[src/rtl/fetch_pkg.sv]
// fetch_pkg: shared constants and types for the multi-outstanding fetch queue.
//   OP_*        opcode fields recognised by predecode
//   NOP         word substituted for blank BRAM reads
//   BRAM_BLANK  erased/uninitialised BRAM word
//   fetch_tag_t {pc, epoch} carried alongside each outstanding BRAM read
//   fifo_entry_t one buffered instruction
package fetch_pkg;

    localparam logic [4:0]  OP_J       = 5'b00001;
    localparam logic [5:0]  OP_BC      = 6'b110010;
    localparam logic [4:0]  OP_BEQ_BNE = 5'b00010;

    localparam logic [31:0] NOP        = 32'h0;
    localparam logic [31:0] BRAM_BLANK = 32'hffffffff;

    typedef struct packed {
        logic [31:0] pc;
        logic [1:0]  epoch;
    } fetch_tag_t;

    typedef struct packed {
        logic [31:0] pc;
        logic [31:0] inst;
        logic        pred_taken;
    } fifo_entry_t;

endpackage

[src/rtl/fetch_predecode.sv]
// fetch_predecode: combinational static predictor for a returning instruction word.
//   w_i       instruction word (already sanitised)
//   p_i       byte PC of that word
//   taken_o   word is a statically-taken control transfer
//   target_o  byte target when taken_o, else 0
// J/JAL and BC are always taken; BEQ/BNE only when the offset is negative (backward loop).
module fetch_predecode
    import fetch_pkg::*;
(
    input  logic [31:0] w_i,
    input  logic [31:0] p_i,
    output logic        taken_o,
    output logic [31:0] target_o
);

    always_comb begin
        taken_o  = 1'b0;
        target_o = 32'h0;
        if (w_i[31:27] == OP_J) begin
            taken_o  = 1'b1;
            target_o = {4'b0000, w_i[25:0], 2'b00};
        end else if (w_i[31:26] == OP_BC) begin
            taken_o  = 1'b1;
            target_o = p_i + {4'b0000, w_i[25:0], 2'b00};
        end else if ((w_i[31:27] == OP_BEQ_BNE) && w_i[15]) begin
            // w[15] set means the sign-extended offset is negative
            taken_o  = 1'b1;
            target_o = p_i + {14'h3fff, w_i[15:0], 2'b00};
        end
    end

endmodule

[src/rtl/fetch_queue.sv]
// fetch_queue: keeps up to DEPTH instruction reads outstanding/buffered against a
// fixed-latency instruction BRAM and presents them to decode one per cycle.
//   clk, rstn                 clock, synchronous active-low reset
//   redirect_valid/_pc        execute-stage redirect; flushes FIFO, bumps epoch
//   out_valid/_ready          decode handshake on the FIFO head
//   out_pc/_inst/_pred_taken  head contents (0 while empty)
//   inst_enable/inst_addr     BRAM read strobe and word address
//   inst_data                 BRAM data, MEM_LAT cycles after the strobe
// Build option: define FETCH_PREDICT_EN to enable static predecode steering;
// without it fetch is strictly sequential apart from redirects.
module fetch_queue
    import fetch_pkg::*;
#(
    parameter int unsigned ADDR_W   = 16,
    parameter int unsigned DEPTH    = 4,
    parameter int unsigned MEM_LAT  = 1,
    parameter logic [31:0] RESET_PC = 32'h0
) (
    input  logic              clk,
    input  logic              rstn,
    input  logic              redirect_valid,
    input  logic [31:0]       redirect_pc,
    output logic              out_valid,
    input  logic              out_ready,
    output logic [31:0]       out_pc,
    output logic [31:0]       out_inst,
    output logic              out_pred_taken,
    output logic              inst_enable,
    output logic [ADDR_W-1:0] inst_addr,
    input  logic [31:0]       inst_data
);

    localparam int unsigned PTR_W = $clog2(DEPTH);
    localparam int unsigned CNT_W = PTR_W + 1;
    localparam logic [CNT_W:0] DEPTH_C = (CNT_W + 1)'(DEPTH);

    logic [31:0]      fetch_pc_q, fetch_pc_d;
    logic [1:0]       epoch_q, epoch_d;
    logic             pipe_valid_q [MEM_LAT];
    logic             pipe_valid_d [MEM_LAT];
    fetch_tag_t       pipe_tag_q   [MEM_LAT];
    fetch_tag_t       pipe_tag_d   [MEM_LAT];
    fifo_entry_t      fifo_q       [DEPTH];
    logic [PTR_W-1:0] rd_ptr_q, rd_ptr_d;
    logic [PTR_W-1:0] wr_ptr_q, wr_ptr_d;
    logic [CNT_W-1:0] count_q, count_d;

    logic [1:0]       inflight;
    logic [CNT_W:0]   credit_used;
    logic             ret_valid;
    fetch_tag_t       ret_tag;
    logic [31:0]      ret_word;
    logic             ret_accept;
    logic             pd_taken;
    logic [31:0]      pd_target;
    logic             pred_redirect;
    logic             issue;
    logic             do_enq;
    logic             do_deq;
    fifo_entry_t      fifo_wdata;
    fifo_entry_t      head;

    // Return side: the oldest tag lines up with inst_data this cycle.
    assign ret_valid  = pipe_valid_q[MEM_LAT-1];
    assign ret_tag    = pipe_tag_q[MEM_LAT-1];
    assign ret_word   = (inst_data == BRAM_BLANK) ? NOP : inst_data;
    // Reads issued before the latest redirect carry a stale epoch and are dropped.
    assign ret_accept = ret_valid && (ret_tag.epoch == epoch_q);

`ifdef FETCH_PREDICT_EN
    fetch_predecode u_predecode (
        .w_i      (ret_word),
        .p_i      (ret_tag.pc),
        .taken_o  (pd_taken),
        .target_o (pd_target)
    );
`else
    assign pd_taken  = 1'b0;
    assign pd_target = 32'h0;
`endif

    always_comb begin
        inflight = 2'd0;
        for (int unsigned i = 0; i < MEM_LAT; i++) begin
            inflight = inflight + {1'b0, pipe_valid_q[i]};
        end
    end

    // Credits cover both buffered entries and reads still in the BRAM pipe,
    // so a return always finds a free slot.
    assign credit_used   = (CNT_W + 1)'(count_q) + (CNT_W + 1)'(inflight);
    assign pred_redirect = ret_accept && pd_taken && !redirect_valid;
    assign issue         = rstn && !redirect_valid && !pred_redirect && (credit_used < DEPTH_C);
    assign do_enq        = ret_accept && !redirect_valid;
    assign do_deq        = out_valid && out_ready && !redirect_valid;
    assign fifo_wdata    = '{pc: ret_tag.pc, inst: ret_word, pred_taken: pd_taken};

    always_comb begin
        fetch_pc_d = fetch_pc_q;
        epoch_d    = epoch_q;
        if (redirect_valid) begin
            fetch_pc_d = redirect_pc;
            epoch_d    = epoch_q + 2'd1;
        end else if (pred_redirect) begin
            fetch_pc_d = pd_target;
            epoch_d    = epoch_q + 2'd1;
        end else if (issue) begin
            fetch_pc_d = fetch_pc_q + 32'd4;
        end
    end

    always_comb begin
        pipe_valid_d[0] = issue;
        pipe_tag_d[0]   = '{pc: fetch_pc_q, epoch: epoch_q};
        for (int unsigned i = 1; i < MEM_LAT; i++) begin
            pipe_valid_d[i] = pipe_valid_q[i-1];
            pipe_tag_d[i]   = pipe_tag_q[i-1];
        end
    end

    always_comb begin
        rd_ptr_d = rd_ptr_q;
        wr_ptr_d = wr_ptr_q;
        count_d  = count_q;
        if (redirect_valid) begin
            rd_ptr_d = '0;
            wr_ptr_d = '0;
            count_d  = '0;
        end else begin
            if (do_enq) begin
                wr_ptr_d = wr_ptr_q + PTR_W'(1);
            end
            if (do_deq) begin
                rd_ptr_d = rd_ptr_q + PTR_W'(1);
            end
            count_d = count_q + CNT_W'(do_enq) - CNT_W'(do_deq);
        end
    end

    always_ff @(posedge clk) begin
        if (!rstn) begin
            fetch_pc_q <= RESET_PC;
            epoch_q    <= 2'd0;
            rd_ptr_q   <= '0;
            wr_ptr_q   <= '0;
            count_q    <= '0;
            for (int unsigned i = 0; i < MEM_LAT; i++) begin
                pipe_valid_q[i] <= 1'b0;
                pipe_tag_q[i]   <= '0;
            end
        end else begin
            fetch_pc_q   <= fetch_pc_d;
            epoch_q      <= epoch_d;
            rd_ptr_q     <= rd_ptr_d;
            wr_ptr_q     <= wr_ptr_d;
            count_q      <= count_d;
            pipe_valid_q <= pipe_valid_d;
            pipe_tag_q   <= pipe_tag_d;
        end
    end

    // Storage needs no reset: it is only visible through count_q.
    always_ff @(posedge clk) begin
        if (do_enq) begin
            fifo_q[wr_ptr_q] <= fifo_wdata;
        end
    end

    assign head           = fifo_q[rd_ptr_q];
    assign out_valid      = (count_q != '0);
    assign out_pc         = out_valid ? head.pc : 32'h0;
    assign out_inst       = out_valid ? head.inst : 32'h0;
    assign out_pred_taken = out_valid && head.pred_taken;
    assign inst_enable    = issue;
    assign inst_addr      = fetch_pc_q[ADDR_W+1:2];

endmodule

[config.mk]
export PLATFORM = sky130hd
export DESIGN_NAME = fetch_queue
export DESIGN_NICKNAME = d
export VERILOG_FILES = /design/src/rtl/fetch_pkg.sv /design/src/rtl/fetch_predecode.sv /design/src/rtl/fetch_queue.sv
export SDC_FILE = /design/constraint.sdc
export NUM_CORES = 1
export LEC_CHECK = 0
export BUFFER_PORTS_ARGS = -buffer_cell sky130_fd_sc_hd__buf_2
export CORE_UTILIZATION = 55
export DETAILED_ROUTE_END_ITERATION = 10
export GPL_ROUTABILITY_DRIVEN = 1
export HOLD_SLACK_MARGIN = 0.05
export PLACE_DENSITY = 0.8
export SETUP_SLACK_MARGIN = 0.4
export SLEW_MARGIN = 0
export SYNTH_ARGS = -nofsm -noshare
export SYNTH_HDL_FRONTEND = slang
export SYNTH_HIERARCHICAL = 1
export SYNTH_SLANG_ARGS = --single-unit
[constraint.sdc]
create_clock -name clk -period 5.2 [get_ports clk]
set_input_delay 1.56 -clock clk [delete_from_list [all_inputs] [get_ports clk]]
set_output_delay 1.56 -clock clk [all_outputs]
set_load 0.05 [all_outputs]
# Yosys cells after proc, flatten, opt, wreduce, memory -nomap -nowiden

Memories as Yosys holds them, arrays and structs flattened. A register that Yosys moved wholly into a read port is not among the register bits.
Cells that the tools add are included.

$add $sub $neg: 7
Order comparisons: 1
Equality and inequality tests: 2
Mux-type cells: 9
Bitwise operators: 1
Reduce and logical (&&, ||, !) cells: 11

Operators with widths:

| cell                      | number |
|---|---|
| $mux 32                   | 5 |
| $add 32x3->32 const B     | 1 |
| $eq 32x32->1 const B      | 1 |
| $add 2x1->2 const B       | 3 |
| $logic_and 1x1->1         | 6 |
| $add 3x1->4               | 1 |
| $lt 4x3->1 const B        | 1 |
| $mux 2                    | 2 |
| $add 3x1->3               | 1 |
| $reduce_bool 3->1         | 1 |
| $sub 3x1->3               | 1 |
| $eq 2x2->1                | 1 |
| $mux 1                    | 2 |
| $reduce_bool 2->1         | 1 |
| $reduce_or 2->1           | 1 |
| $logic_and 1x1->1 const B | 1 |
| $logic_not 1->1           | 1 |
| $not 1->1                 | 1 |

Bits in registers: 76
Memory bits (writable): 256
Output and inout port bits: 83
Word-level logic and storage cells: 40
Memories: 1

Memories:

| name   | words | width | read ports | clocked after memory_dff | write ports | RTL line          | source |
|---|---|---|---|---|---|---|---|
| fifo_q | 4     | 64    | 1          | 1                        | 1           | fetch_queue.sv:43 | `fifo_entry_t fifo_q [DEPTH];` |

# Logic depth before layout (Yosys ltp)

Word-level depth: 5
Gate-level depth with buffers: 11

# Worst setup path before layout

OpenSTA, ideal clock, no wires.

Kind: input port to output port
Start: input port redirect_valid
End: output port inst_enable
Arrival time: 2609 ps
Path slack: 1031 ps
Stages on the path: 4
Path buffers: 1
Cell sequence: buf_6 -> and4b_1 -> a22oi_2 -> clkinv_1

Cells in the longest elaborated chain, start to end: 3

Ends and longest elaborated chain:

| item                            | RTL line          | source |
|---|---|---|
| start: declaration              | fetch_queue.sv:21 | `input logic redirect_valid,` |
| $logic_not 1->1                 | fetch_queue.sv:93 | `assign issue = rstn && !redirect_valid && !pred_redirect && (credit_used < DEPTH_C);` |
| $logic_and 1x1->1 (2 in series) | fetch_queue.sv:93 |  |
| end: declaration                | fetch_queue.sv:28 | `output logic inst_enable,` |

No other way between the ends.

# Worst setup path after layout

Start: input port rstn
End: output port inst_enable

Cells in the longest elaborated chain, start to end: 2

Ends and longest elaborated chain:

| item                            | RTL line          | source |
|---|---|---|
| start: declaration              | fetch_queue.sv:20 | `input logic rstn,` |
| $logic_and 1x1->1 (2 in series) | fetch_queue.sv:93 |  |

No other way between the ends.

==> flow_metrics.env <==
export IMPL_ctsRootBufferMaster="clkbuf_16"
export IMPL_grt_pass1_vias=7371
export IMPL_worstMarginPinSlew_ns=1.054
export IMPL_ir_drop_uv=233.4
export IMPL_cp_common_cell="buf_2"
export IMPL_dr_pass1_iters=5
export IMPL_postSynthCellCount=844
export IMPL_dp_cells=1264
export IMPL_nNetsFinal=1058
export IMPL_dr_first_iter_drc_count=553
export IMPL_path_buf_inv=3
export IMPL_hold_path_class="reg2reg"
export IMPL_syn_to_final_growth_pct=15.45
export IMPL_syn_area_per_cell_um2=15.86
export IMPL_synth_ff_type="edfxtp_1"
export IMPL_stdcell_count=1325
export IMPL_leakage_nw=5.451
export IMPL_cp_start_kind="primary input"
export IMPL_timing_final_crit_period_ns=4.400
export IMPL_cts_tree="built"
export IMPL_status="complete, no violations"
export IMPL_clock_latency_ns=0.51
export IMPL_synth_seq_area_share_pct=69.11
export IMPL_syn_nets=921
export IMPL_power_density_nw_per_um2=356.8
export IMPL_critical_path_class="in2out"
export IMPL_worstPathRequired_ns=3.64
export IMPL_crit_chain="buf_2 > nor3b_1 > a22oi_2 > clkinv_1 > buf_2"
export IMPL_layout_drive_gt1_share_pct=28.13
export IMPL_ys_ff_latch=334
export IMPL_grt_overflow=0
export IMPL_post_cts_buffers=0
export IMPL_wirelength_um=26360
export IMPL_fmax_mhz=227.3
export IMPL_wl_per_cell_um=19.90
export IMPL_yosys_warnings=6
export IMPL_maxCapViolations=0
export IMPL_synth_top_area_share_pct=57.44
export IMPL_die_area_um2=24960
export IMPL_synth_area_leader_cell="edfxtp_1"
export IMPL_ys_types=52
export IMPL_cp_max_fo=42
export IMPL_setup_viol=0
export IMPL_placement_io_buffers=149
export IMPL_synthesis_area_um2=13380
export IMPL_rows=56
export IMPL_clockBufferDepth=3
export IMPL_grt_pass1_wl_um=40410
export IMPL_synth_area_leaders="edfxtp_1 (57%), dfxtp_1 (12%), mux4_2 (11%)"
export IMPL_gp_congestion=0.8772
export IMPL_dieHeight_um=158.0
export IMPL_grt_max_degree=67
export IMPL_finClkSkew_ns=0.01722
export IMPL_start_util_pct=56.51
export IMPL_endpoint_kind="primary output"
export IMPL_hold_viol_final=0
export IMPL_dr_total_vias=7669
export IMPL_fill_cells=1672
export IMPL_arrival_ns=2.84
export IMPL_cts_sinks=334
export IMPL_die_w_um=158.0
export IMPL_rsz0062_at_grt="no"
export IMPL_post_cts_resized=0
export IMPL_async_flop_share_pct=0
export IMPL_drc=0
export IMPL_drt_vias_per_instance=5.788
export IMPL_maxSlewHeadroom_pct=29.64
export IMPL_coreArea_um2=23680
export IMPL_antenna_left=0
export IMPL_io_pins=151
export IMPL_clk_pin_slew_ns=0.06
export IMPL_h_tree_depth=2
export IMPL_grt_usage_pct=21.72
export IMPL_finalCritPeriodShare_pct=84.61
export IMPL_finalSetupTns_ns=0
export IMPL_synth_edf_count=256
export IMPL_antennaDiodeCount=0
export IMPL_antenna_found_initial=0
export IMPL_cts_buffers=34
export IMPL_slew_viol_final=0
export IMPL_hpwl_um=15960
export IMPL_cpMaxStageDelayCell="buf_2"
export IMPL_holdBufCountCts=0
export IMPL_crit_family="buffers and inverters"
export IMPL_slowest_delay_ns=0.47
[layout by cell type, fill, tap and decap left out, types with 5 or more instances in the layout]
cell type,count
a21oi_1,16
a31oi_1,11
and2_1,125
and3_1,13
and4_1,6
buf_12,6
buf_2,149
buf_4,7
clkbuf_1,10
clkbuf_16,36
clkinv_1,7
clkinv_2,5
dfxtp_1,76
edfxtp_1,256
ha_1,8
inv_1,15
mux4_2,64
nand2_1,40
nand3_1,10
nand4_1,18
nor2_1,21
o211ai_1,12
o21ai_0,10
or3_1,7
xnor2_1,6
xor2_1,9
[logic make-up after synthesis]
group                      Yosys count  synth area share [%]
other                                1               0.02802
xor gates and xnor gates            15                0.9817
muxes                               67                 10.99
buffers and inverters               78                 2.786
DFF                                334                 69.11
adders and majority gates            9                0.8976
AOI/OAI and AO/OA                   74                 3.703
and+or+nand+nor                    266                 11.50
[report_power, final]
part / switching, mW / internal (mW)
clock network: 0.942 / 1.34
logic: 0.184 / 0.0937
registers: 0.0418 / 2.91
[path summary, 6_finish.rpt]
kind              endpoint  slack, ns           start  depth (start not counted)
max            inst_enable       0.80            rstn                          5
max reg2reg     count_q[2]       2.26      count_q[2]                          8
min          fifo_q[1][56]       0.48  fifo_wdata[57]                          0
min reg2reg  fifo_q[1][56]       0.48  fifo_wdata[57]                          0
[synth_stat cells, types with 7 or more instances]
cell	count
nand3_1	10
xor2_1	9
or3_1	8
dfxtp_1	78
nand2_1	40
buf_2	7
buf_4	17
a21oi_1	16
nand4_1	18
nor2_1	21
and2_1	129
and3_1	13
mux4_2	64
ha_1	8
o21ai_0	10
a31oi_1	11
clkbuf_1	36
inv_1	15
edfxtp_1	256
o211ai_1	12
[per-stage QoR]
stage                     utilization, %  cell area [µm²]  hold WS, ns  worst slack, ns  total power [mW]
after floorplan                        -            13380       0.4291            1.031             3.198
after global placement             60.81            14400       0.4530           0.8394             3.281
after detailed placement           60.81            14400       0.4583           0.8267             3.288
after CTS                          65.24            15450       0.4721           0.7991             5.552
after global routing               65.24            15450       0.4865           0.6183             5.679
final                              65.24            15450       0.4763           0.8000             5.513
[sequential cells by signal, indices dropped and copies added (netlist names), named ones only]
| name | count |
|---|---|
| wr_ptr_q | 2 |
| fifo_wdata | 32 |
| pipe_valid_q | 1 |
| fifo_q | 256 |
| rd_ptr_q | 2 |
| epoch_q | 2 |
| fetch_pc_q | 32 |
| pipe_tag_q | 2 |
| count_q | 3 |
[per-layer routing]
layer  share of wire [%]  up-vias  wire (µm)  track usage [%]
li1                    -     3482          -                -
met1                  42     3758      11180            30.91
met2                  47      388      12500            34.61
met3                 8.4       41       2208            3.668
met4                 1.8        0        471            6.593
met5                   0        -          0                0
[area by class of cell]
type	count	area, µm²	area share, %
Clock buffer	48	957.2	6.195
Clock inverter	13	91.34	0.5911
Inverter	17	63.81	0.4130
Multi-Input combinational cell	432	3767	24.38
Sequential cell	334	9254	59.89
Tap cell	319	399.1	2.583
Timing Repair Buffer	162	918.4	5.944
(Power assumes the default switching activity.)
